--- config.mk ---
export PLATFORM = sky130hd
export DESIGN_NAME = fetch_unit
export DESIGN_NICKNAME = d
export VERILOG_FILES = /design/src/rtl/fetch_pkg.sv /design/src/rtl/jump_lut.sv /design/src/rtl/fetch_unit.sv
export SDC_FILE = /design/constraint.sdc
export NUM_CORES = 1
export LEC_CHECK = 0
export ABC_AREA = 1
export CAP_MARGIN = 5
export CORE_MARGIN = 4
export CORE_UTILIZATION = 28
export CTS_CLUSTER_DIAMETER = 100
export DETAILED_ROUTE_END_ITERATION = 7
export SYNTH_ARGS = -nofsm -noshare
export SYNTH_HDL_FRONTEND = slang
export SYNTH_SLANG_ARGS = --single-unit
--- constraint.sdc ---
create_clock -name Clk -period 2 [get_ports Clk]
set_input_delay 0.4 -clock Clk [delete_from_list [all_inputs] [get_ports Clk]]
set_output_delay 0.4 -clock Clk [all_outputs]
set_load 0.02 [all_outputs]
--- src/rtl/fetch_pkg.sv ---
// Shared definitions for the instruction-fetch stage: FSM state encoding,
// the halt word and the absolute-jump target table.
package fetch_pkg;

    // Geometry of the jump table contents held in this package.
    localparam int FETCH_PCW  = 10;
    localparam int FETCH_LUTW = 4;
    localparam int LUT_DEPTH  = 2 ** FETCH_LUTW;

    // Instruction word that stops the program.
    localparam logic [8:0] HALT_WORD = 9'h1FF;

    // Fetch sequencing states.
    typedef enum logic [1:0] {
        ST_IDLE = 2'd0,
        ST_RUN  = 2'd1,
        ST_DONE = 2'd2
    } fetch_state_t;

    // Absolute jump targets, indexed by the low bits of the Target field.
    localparam logic [FETCH_PCW-1:0] JUMP_LUT [LUT_DEPTH] = '{
        10'h000, 10'h010, 10'h0C4, 10'h123,
        10'h1F0, 10'h2A0, 10'h333, 10'h08A,
        10'h3FE, 10'h155, 10'h200, 10'h0FF,
        10'h2D7, 10'h3C0, 10'h111, 10'h040
    };

endpackage

--- src/rtl/jump_lut.sv ---
// Combinational lookup of an absolute jump target from the shared table.
module jump_lut
    import fetch_pkg::*;
#(
    parameter int PCW  = 10,
    parameter int LUTW = 4
) (
    input  logic [LUTW-1:0] idx_i,
    output logic [PCW-1:0]  target_o
);

    // Table read; index is widened to the table's native index width.
    always_comb begin
        target_o = PCW'(JUMP_LUT[FETCH_LUTW'(idx_i)]);
    end

endmodule

--- src/rtl/fetch_unit.sv ---
// Instruction-fetch stage: owns the program counter, qualifies the current
// word for decode, and selects the next PC from the decoder's branch
// controls. Runs a Start/Done handshake and stops on the halt word.
// Optional feature macro: FETCH_STALL_EN adds a Stall input that freezes
// the PC and state while running.
module fetch_unit
    import fetch_pkg::*;
#(
    parameter int PCW  = 10,
    parameter int IW   = 9,
    parameter int OFFW = 6,
    parameter int LUTW = 4
) (
    input  logic            Clk,
    input  logic            Reset_n,
    input  logic            Start,
    input  logic [IW-1:0]   Instr,
    input  logic            Branch,
    input  logic            absj,
    input  logic            Taken,
    input  logic [OFFW-1:0] Target,
`ifdef FETCH_STALL_EN
    input  logic            Stall,
`endif
    output logic [PCW-1:0]  ProgCtr,
    output logic            Valid,
    output logic            Done
);

    localparam logic [IW-1:0] HALT_I = IW'(HALT_WORD);

    fetch_state_t   state_q;
    logic [PCW-1:0] pc_q;
    logic [PCW-1:0] pc_d;
    logic           done_q;

    logic           stall_s;
    logic           halt_s;
    logic           valid_s;
    logic           take_s;
    logic [PCW-1:0] lut_pc_s;
    logic [PCW-1:0] rel_pc_s;
    logic [PCW-1:0] seq_pc_s;

`ifdef FETCH_STALL_EN
    assign stall_s = Stall;
`else
    assign stall_s = 1'b0;
`endif

    // Absolute-jump target for the current LUT index.
    jump_lut #(
        .PCW  (PCW),
        .LUTW (LUTW)
    ) u_jump_lut (
        .idx_i    (Target[LUTW-1:0]),
        .target_o (lut_pc_s)
    );

    // Decode qualification: halt detection, execute-valid and branch take.
    always_comb begin
        halt_s  = (Instr == HALT_I);
        valid_s = (state_q == ST_RUN) && !halt_s && !stall_s;
        take_s  = valid_s && Branch && Taken;
    end

    // Next-PC selection; all additions wrap modulo 2^PCW.
    always_comb begin
        seq_pc_s = pc_q + PCW'(1'b1);
        rel_pc_s = pc_q + PCW'($signed(Target));
        if (take_s) begin
            if (absj) begin
                pc_d = lut_pc_s;
            end else begin
                pc_d = rel_pc_s;
            end
        end else begin
            pc_d = seq_pc_s;
        end
    end

    // Fetch FSM with registered PC and Done.
    always_ff @(posedge Clk or negedge Reset_n) begin
        if (!Reset_n) begin
            state_q <= ST_IDLE;
            pc_q    <= {PCW{1'b0}};
            done_q  <= 1'b0;
        end else begin
            case (state_q)
                ST_IDLE: begin
                    if (Start) begin
                        state_q <= ST_RUN;
                        pc_q    <= {PCW{1'b0}};
                        done_q  <= 1'b0;
                    end else begin
                        state_q <= ST_IDLE;
                    end
                end
                ST_RUN: begin
                    if (stall_s) begin
                        state_q <= ST_RUN;
                    end else if (halt_s) begin
                        // PC stays on the halt word.
                        state_q <= ST_DONE;
                        done_q  <= 1'b1;
                    end else begin
                        pc_q    <= pc_d;
                    end
                end
                ST_DONE: begin
                    if (Start) begin
                        state_q <= ST_RUN;
                        pc_q    <= {PCW{1'b0}};
                        done_q  <= 1'b0;
                    end else begin
                        state_q <= ST_DONE;
                    end
                end
                default: begin
                    state_q <= ST_IDLE;
                    pc_q    <= {PCW{1'b0}};
                    done_q  <= 1'b0;
                end
            endcase
        end
    end

    assign ProgCtr = pc_q;
    assign Valid   = valid_s;
    assign Done    = done_q;

endmodule

### After elaboration in Yosys (flattened, before gate mapping)

Memories as Yosys holds them, arrays and structs flattened.
Cells that the tools add are included.
W data, S select, Z words.

| cells by class | value |
|---|---|
| $add $sub $neg | 2 |
| magnitude comparators | 1 |
| equal/unequal tests | 6 |
| mux-type cells | 14 |
| bitwise logic cells | 1 |
| reductions and logical operators | 8 |

Operators with widths:

| operator | number |
|---|---|
| $mux W10 | 6 |
| $pmux W10 S2 | 1 |
| $add A10 B1 Y10 const B | 1 |
| $add A10 B10 Y10 | 1 |
| $eq A9 B9 Y1 const B | 1 |
| $pmux W2 S3 | 1 |
| $ge A5 B5 Y1 const B | 1 |
| $not A4 Y5 | 1 |
| $mux W2 | 2 |
| $ne A2 B2 Y1 const B | 2 |
| $reduce_and A2 Y1 | 2 |
| $logic_and A1 B1 Y1 | 3 |
| $mux W1 | 3 |
| $eq A2 B1 Y1 const B | 1 |
| $eq A2 B2 Y1 const B | 1 |
| $logic_not A2 Y1 | 1 |
| $ne A2 B1 Y1 const B | 1 |
| $pmux W1 S2 | 1 |
| $reduce_or A2 Y1 | 1 |
| $logic_not A1 Y1 | 1 |

| word-level totals | value |
|---|---|
| flip-flop bits (word level) | 13 |
| ROM bits | 160 |
| bits of input ports | 21 |
| output and inout bits | 12 |
| logic and storage cells | 36 |
| memories kept | 1 |

Memories:

| name | depth | bits a word | read ports | clocked after memory_dff | wr ports | RTL line | RTL |
|---|---|---|---|---|---|---|---|
| (name not given) | 16 | 10 | 1 | 0 | 0 | jump_lut.sv:14 | `target_o = PCW'(JUMP_LUT[FETCH_LUTW'(idx_i)]);` |

### Logic depth before layout (Yosys ltp)

| logic depth | value |
|---|---|
| word-level depth | 8 |
| gate-level depth with buffers | 12 |
| depth with buffers taken out | 12 |

### By module

A second synthesis with hierarchy kept.

| second synthesis, totals | value |
|---|---|
| cells, all modules | 286 |
| area, all modules | 1785.5 µm² |

Modules (own cells, without submodules):

| module | times used | cells an instance | area an instance (µm²) | seq. area each (µm²) |
|---|---|---|---|---|
| fetch_unit | 1 | 219 | 1418.9 | 325.3 |
| jump_lut | 1 | 67 | 366.6 | 0.0 |

### Worst setup path after synthesis

OpenSTA, ideal clock, no wires.

| timing | value |
|---|---|
| path type | register -> register |
| start point | register pc_q[0], in the netlist ProgCtr[0] |
| end point | register pc_q[8], in the netlist ProgCtr[8] |
| library setup time | 117 ps |
| arrival time | 1799 ps |
| required time | 1883 ps |
| setup slack | 85 ps |
| cell stages (with the launch flop) | 13 |
| path buffers | 0 |
| period minus slack after synthesis | 1915 ps |
| cells stage by stage | dfrtp_1 > ha_1 > inv_1 > fa_1 > nand3b_1 > nand2_1 > nand3_1 > nand2_1 > nand2_1 > nand3_1 > nand2_1 > nand2_1 > nand2_1 |

| on the way | value |
|---|---|
| word-level cells in the longest chain between the ends | 5 |
| elaborated cells on any way between the ends | 6 |
| those cells by class | add/sub (2); mux (4) |

Ends and longest elaborated chain:

| item | RTL line | RTL |
|---|---|---|
| start, declared | fetch_unit.sv:33 | `logic [PCW-1:0] pc_q;` |
| start signal, assigned | fetch_unit.sv:86 | `pc_q <= {PCW{1'b0}};` |
| start signal, assigned | fetch_unit.sv:93 | `pc_q <= {PCW{1'b0}};` |
| start signal, assigned | fetch_unit.sv:107 | `pc_q <= pc_d;` |
| $add A10 B10 Y10 | fetch_unit.sv:70 | `rel_pc_s = pc_q + PCW'($signed(Target));` |
| $mux W10 | fetch_unit.sv:72 | `if (absj) begin` |
| $mux W10 * | fetch_unit.sv:71 | `if (take_s) begin` |
| $mux W10 * | fetch_unit.sv:102 | `end else if (halt_s) begin` |
| $pmux W10 S2 * | fetch_unit.sv:89 | `case (state_q)` |

Every way passes the cells marked *; elsewhere a longest branch is shown, timed or not. The select of a mux whose other input is x is not followed.
A chain may end at the register's enable or synchronous reset.

### Worst setup path after layout

| timing | value |
|---|---|
| start point | input Target[1] |
| end point | register pc_q[5], in the netlist ProgCtr[5] |

| on the way | value |
|---|---|
| word-level cells in the longest chain between the ends | 8 |
| elaborated cells on any way between the ends | 9 |
| those cells by class | add/sub (1); mux (6); bitwise (1); memory (1) |

Ends and longest elaborated chain:

| item | RTL line | RTL |
|---|---|---|
| start, declared | fetch_unit.sv:21 | `input logic [OFFW-1:0] Target,` |
| $not A4 Y5 (implied by the code) | jump_lut.sv:14 |  |
| $mem_v2 Z16 W10 | - |  |
| $mux W10 (implied by the code) (2 in a row) | jump_lut.sv:14 |  |
| $mux W10 * | fetch_unit.sv:72 |  |
| $mux W10 * | fetch_unit.sv:71 |  |
| $mux W10 * | fetch_unit.sv:102 |  |
| $pmux W10 S2 * | fetch_unit.sv:89 |  |

Marked as above.

==> impl_metrics.py <==
metrics = {
    "place": {
        "port_buffers": 32,
        "hpwl_um": 3975,
        "place_area_sq_mm": 0.002322,
        "globalplace.congestion": 0.8469,
    },
    "clock_tree": {
        "cts-root-buf": "clkbuf_8",
        "insertion_delay_ns": 0.24,
        "clock_sinks": 13,
        "clk_path_buf_depth": 2,
        "cts_tree": "done",
        "cts.clk_slew.worst_paths_ns": 0.06,
        "cts_hold_buffers": 0,
        "cts_buffers": 3,
        "cts_htree_levels": 1,
    },
    "die": {
        "dieArea_sq_mm": 0.007339,
        "die_y_um": 85.67,
        "core_area_sq_mm": 0.005886,
        "fp.dieW_um": 85.67,
        "initial_core_util_pct": 28.70,
        "placementRows": 28,
        "pin_count": 33,
    },
    "min_path": {
        "min_path_type": "input port to asynchronous set/reset pin",
    },
    "worst_setup_path": {
        "r2r_start": "ProgCtr[0]$_DFFE_PN0P_",
        "critPathCaptureType": "register",
        "worst_path_max_delay_cell": "clkdlybuf4s50_1",
        "path_buf_inv": 2,
        "cp-start-kind": "input port",
        "crit_top_cell": "nand2_1",
        "crit_fanout": 5,
        "critPathRequiredTime_ns": 2.13,
        "crit_type": "input port to register",
        "reg2reg_depth": 10,
        "crit_family": "simple AND/OR/NAND/NOR gates",
        "max_stage_delay_ns": 0.43,
        "cp.arrival_ns": 2.05,
        "path_cells": "clkdlybuf4s50_1, buf_4, ha_1, nand3_1, nand3_1, nand2_1, nand2_1, nor2_1, o21ai_0, nand2_1, nand2_1",
        "startpoint": "Target[1]",
        "cp.depth": 11,
    },
    "route": {
        "drtAntennaViolNets": 0,
        "avgRoutedWirePerCell_um": 11.57,
        "first_iter_violations": 73,
        "dr.pass1.iters": 4,
        "drcViolationCount": 0,
        "viasPerCell": 4.654,
        "route.vias.total": 1936,
        "routed_wl_um": 4812,
    },
    "sta": {
        "max_clock_freq_ghz": 0.5196,
        "setup_viol": 0,
        "final_max_slew_viol_count": 0,
        "worst-slew-pin-transition_ns": 0.4028,
        "fin_worst_skew_ns": 0.003025,
        "period_share_pct": 96.23,
        "period_needed_ns": 1.925,
        "hold_viol_final": 0,
        "setup-tns-final_ns": 0,
        "max_slew_margin_pct": 73.12,
    },
    "cells_and_area": {
        "stdcell_area_sq_mm": 0.002421,
        "antenna_cells": 0,
        "nets": 380,
        "drive_gt1_share_pct": 19.94,
        "fin_util_pct": 41.14,
        "mostFrequentLayoutCells": "nand2_1, buf_4, nor2_1, clkdlybuf4s50_1, inv_1",
        "fillers": 628,
        "final_common_cell": "nand2_1",
        "synthToLayoutAreaGrowth_pct": 43.33,
    },
    "synth": {
        "avgSynthCellArea_sq_um": 6.210,
        "syn_area_sq_mm": 0.001689,
        "ys_types": 35,
        "ys_seq_elements": 13,
        "syn_nets": 310,
        "ys.warnings.count": 0,
        "syn_inst": 272,
        "synth-seq-area-share_pct": 19.26,
    },
    "global_routing": {
        "grt_overflow": 0,
        "grt_first_pass_wirelength_um": 8190,
        "grt_usage_pct": 13.72,
        "grt_antenna_before_repair": 0,
        "grt_max_degree": 14,
        "grt_pass1_vias": 1833,
    },
    "power_and_ir_drop": {
        "totalPowerFinal_w": 0.002364,
        "power.density_mw_per_mm2": 976.6,
        "p_leak_nw": 1.233,
        "vdd_drop_max_uv": 418.7,
    },
    "run": {
        "cap_viol_max_count": 0,
    },
    "run_status": {
        "status": "completed",
    },
}
==> final timing paths <==
check / to / slack (ns)
max: ProgCtr[5]$_DFFE_PN0P_ / 0.08
min: state_q[1]$_DFFE_PN0P_ / 0.47
max reg2reg: ProgCtr[4]$_DFFE_PN0P_ / 0.20
min reg2reg: Done$_DFFE_PN0P_ / 0.56
max in group asynchronous: ProgCtr[6]$_DFFE_PN0P_ / 1.36
min in group Clk: Done$_DFFE_PN0P_ / 0.56
==> Yosys cell counts <==
master / n / area, sq um
a21boi_0: 1 / 7.510
a21o_1: 1 / 7.510
a21oi_1: 19 / 95.09
a21oi_2: 1 / 8.760
a31oi_1: 1 / 6.260
and3_2: 1 / 7.510
buf_2: 2 / 10.01
buf_6: 1 / 11.26
dfrtp_1: 13 / 325.3
fa_1: 1 / 20.02
ha_1: 16 / 200.2
inv_1: 28 / 105.1
inv_2: 4 / 15.01
nand2_1: 90 / 337.8
nand2_2: 2 / 12.51
nand2_4: 1 / 11.26
nand3_1: 20 / 100.1
nand3_2: 1 / 10.01
nand3b_1: 3 / 22.52
nand4_1: 1 / 6.260
nand4_4: 1 / 21.27
nor2_1: 32 / 120.1
nor2_2: 1 / 6.260
nor2_4: 3 / 33.78
nor3_1: 2 / 10.01
nor3_2: 1 / 10.01
o211ai_1: 2 / 15.01
o21a_1: 1 / 7.510
o21ai_0: 12 / 60.06
o21ai_1: 1 / 5.000
o21bai_1: 1 / 7.510
o21bai_4: 1 / 18.77
o22ai_1: 1 / 6.260
or2_2: 2 / 12.51
xor2_1: 4 / 35.03
==> flip-flops by register name (all words and copies together) (netlist names) <==
register,cells
ProgCtr,10
Done,1
state_q,2
==> layer usage <==
metal | global-route usage [%] | vias to the layer above | part of all wire [%]
li1 | - | 1019 | -
met1 | 18.45 | 857 | 46
met2 | 22.60 | 50 | 47
met3 | 2.209 | 10 | 4.8
met4 | 4.029 | 0 | 2.3
met5 | 0 | - | 0
==> final cells by class <==
class / count / area, sq um / area share [%]
timing repair buffer: 68 / 584.3 / 24.13
sequential: 13 / 325.3 / 13.44
inverter: 32 / 120.1 / 4.961
clock buffer: 4 / 45.04 / 1.860
tap: 75 / 93.84 / 3.876
multi-input combinational: 224 / 1252 / 51.73
==> metrics by stage <==
stage	setup slack, ns	cells	hold WS [ns]
after floorplan	0.08450	272	0.1044
after global placement	-0.3298	408	0.5021
after detailed placement	-0.3826	408	0.5559
after CTS	0.01747	414	0.4755
after global routing	-0.01200	416	0.4911
final	0.07538	416	0.4709
==> timing repair <==
item	CTS	global route
setup buffers	2	2
gates resized for setup	6	11
setup endpoints to repair	6	5
endpoints found under the hold margin	0	0
pin swaps	4	3
==> cells by family (layout without fill, tap and decap cells) <==
family | Yosys count | after routing | share of synthesized area, %
compound gates | 42 | 42 | 14.52
xor+xnor | 4 | 4 | 2.074
fa+ha+maj | 17 | 17 | 13.04
buf+inv | 35 | 104 | 8.370
flops | 13 | 13 | 19.26
simple gates | 161 | 161 | 42.74
==> power by group <==
part,internal (W),switching [W],total (W)
clock network,0.000141,0.0000946,0.000235
logic,0.000741,0.000920,0.00166
registers,0.000361,0.000108,0.000468
No activity file was read; power rests on OpenSTA's default activity.
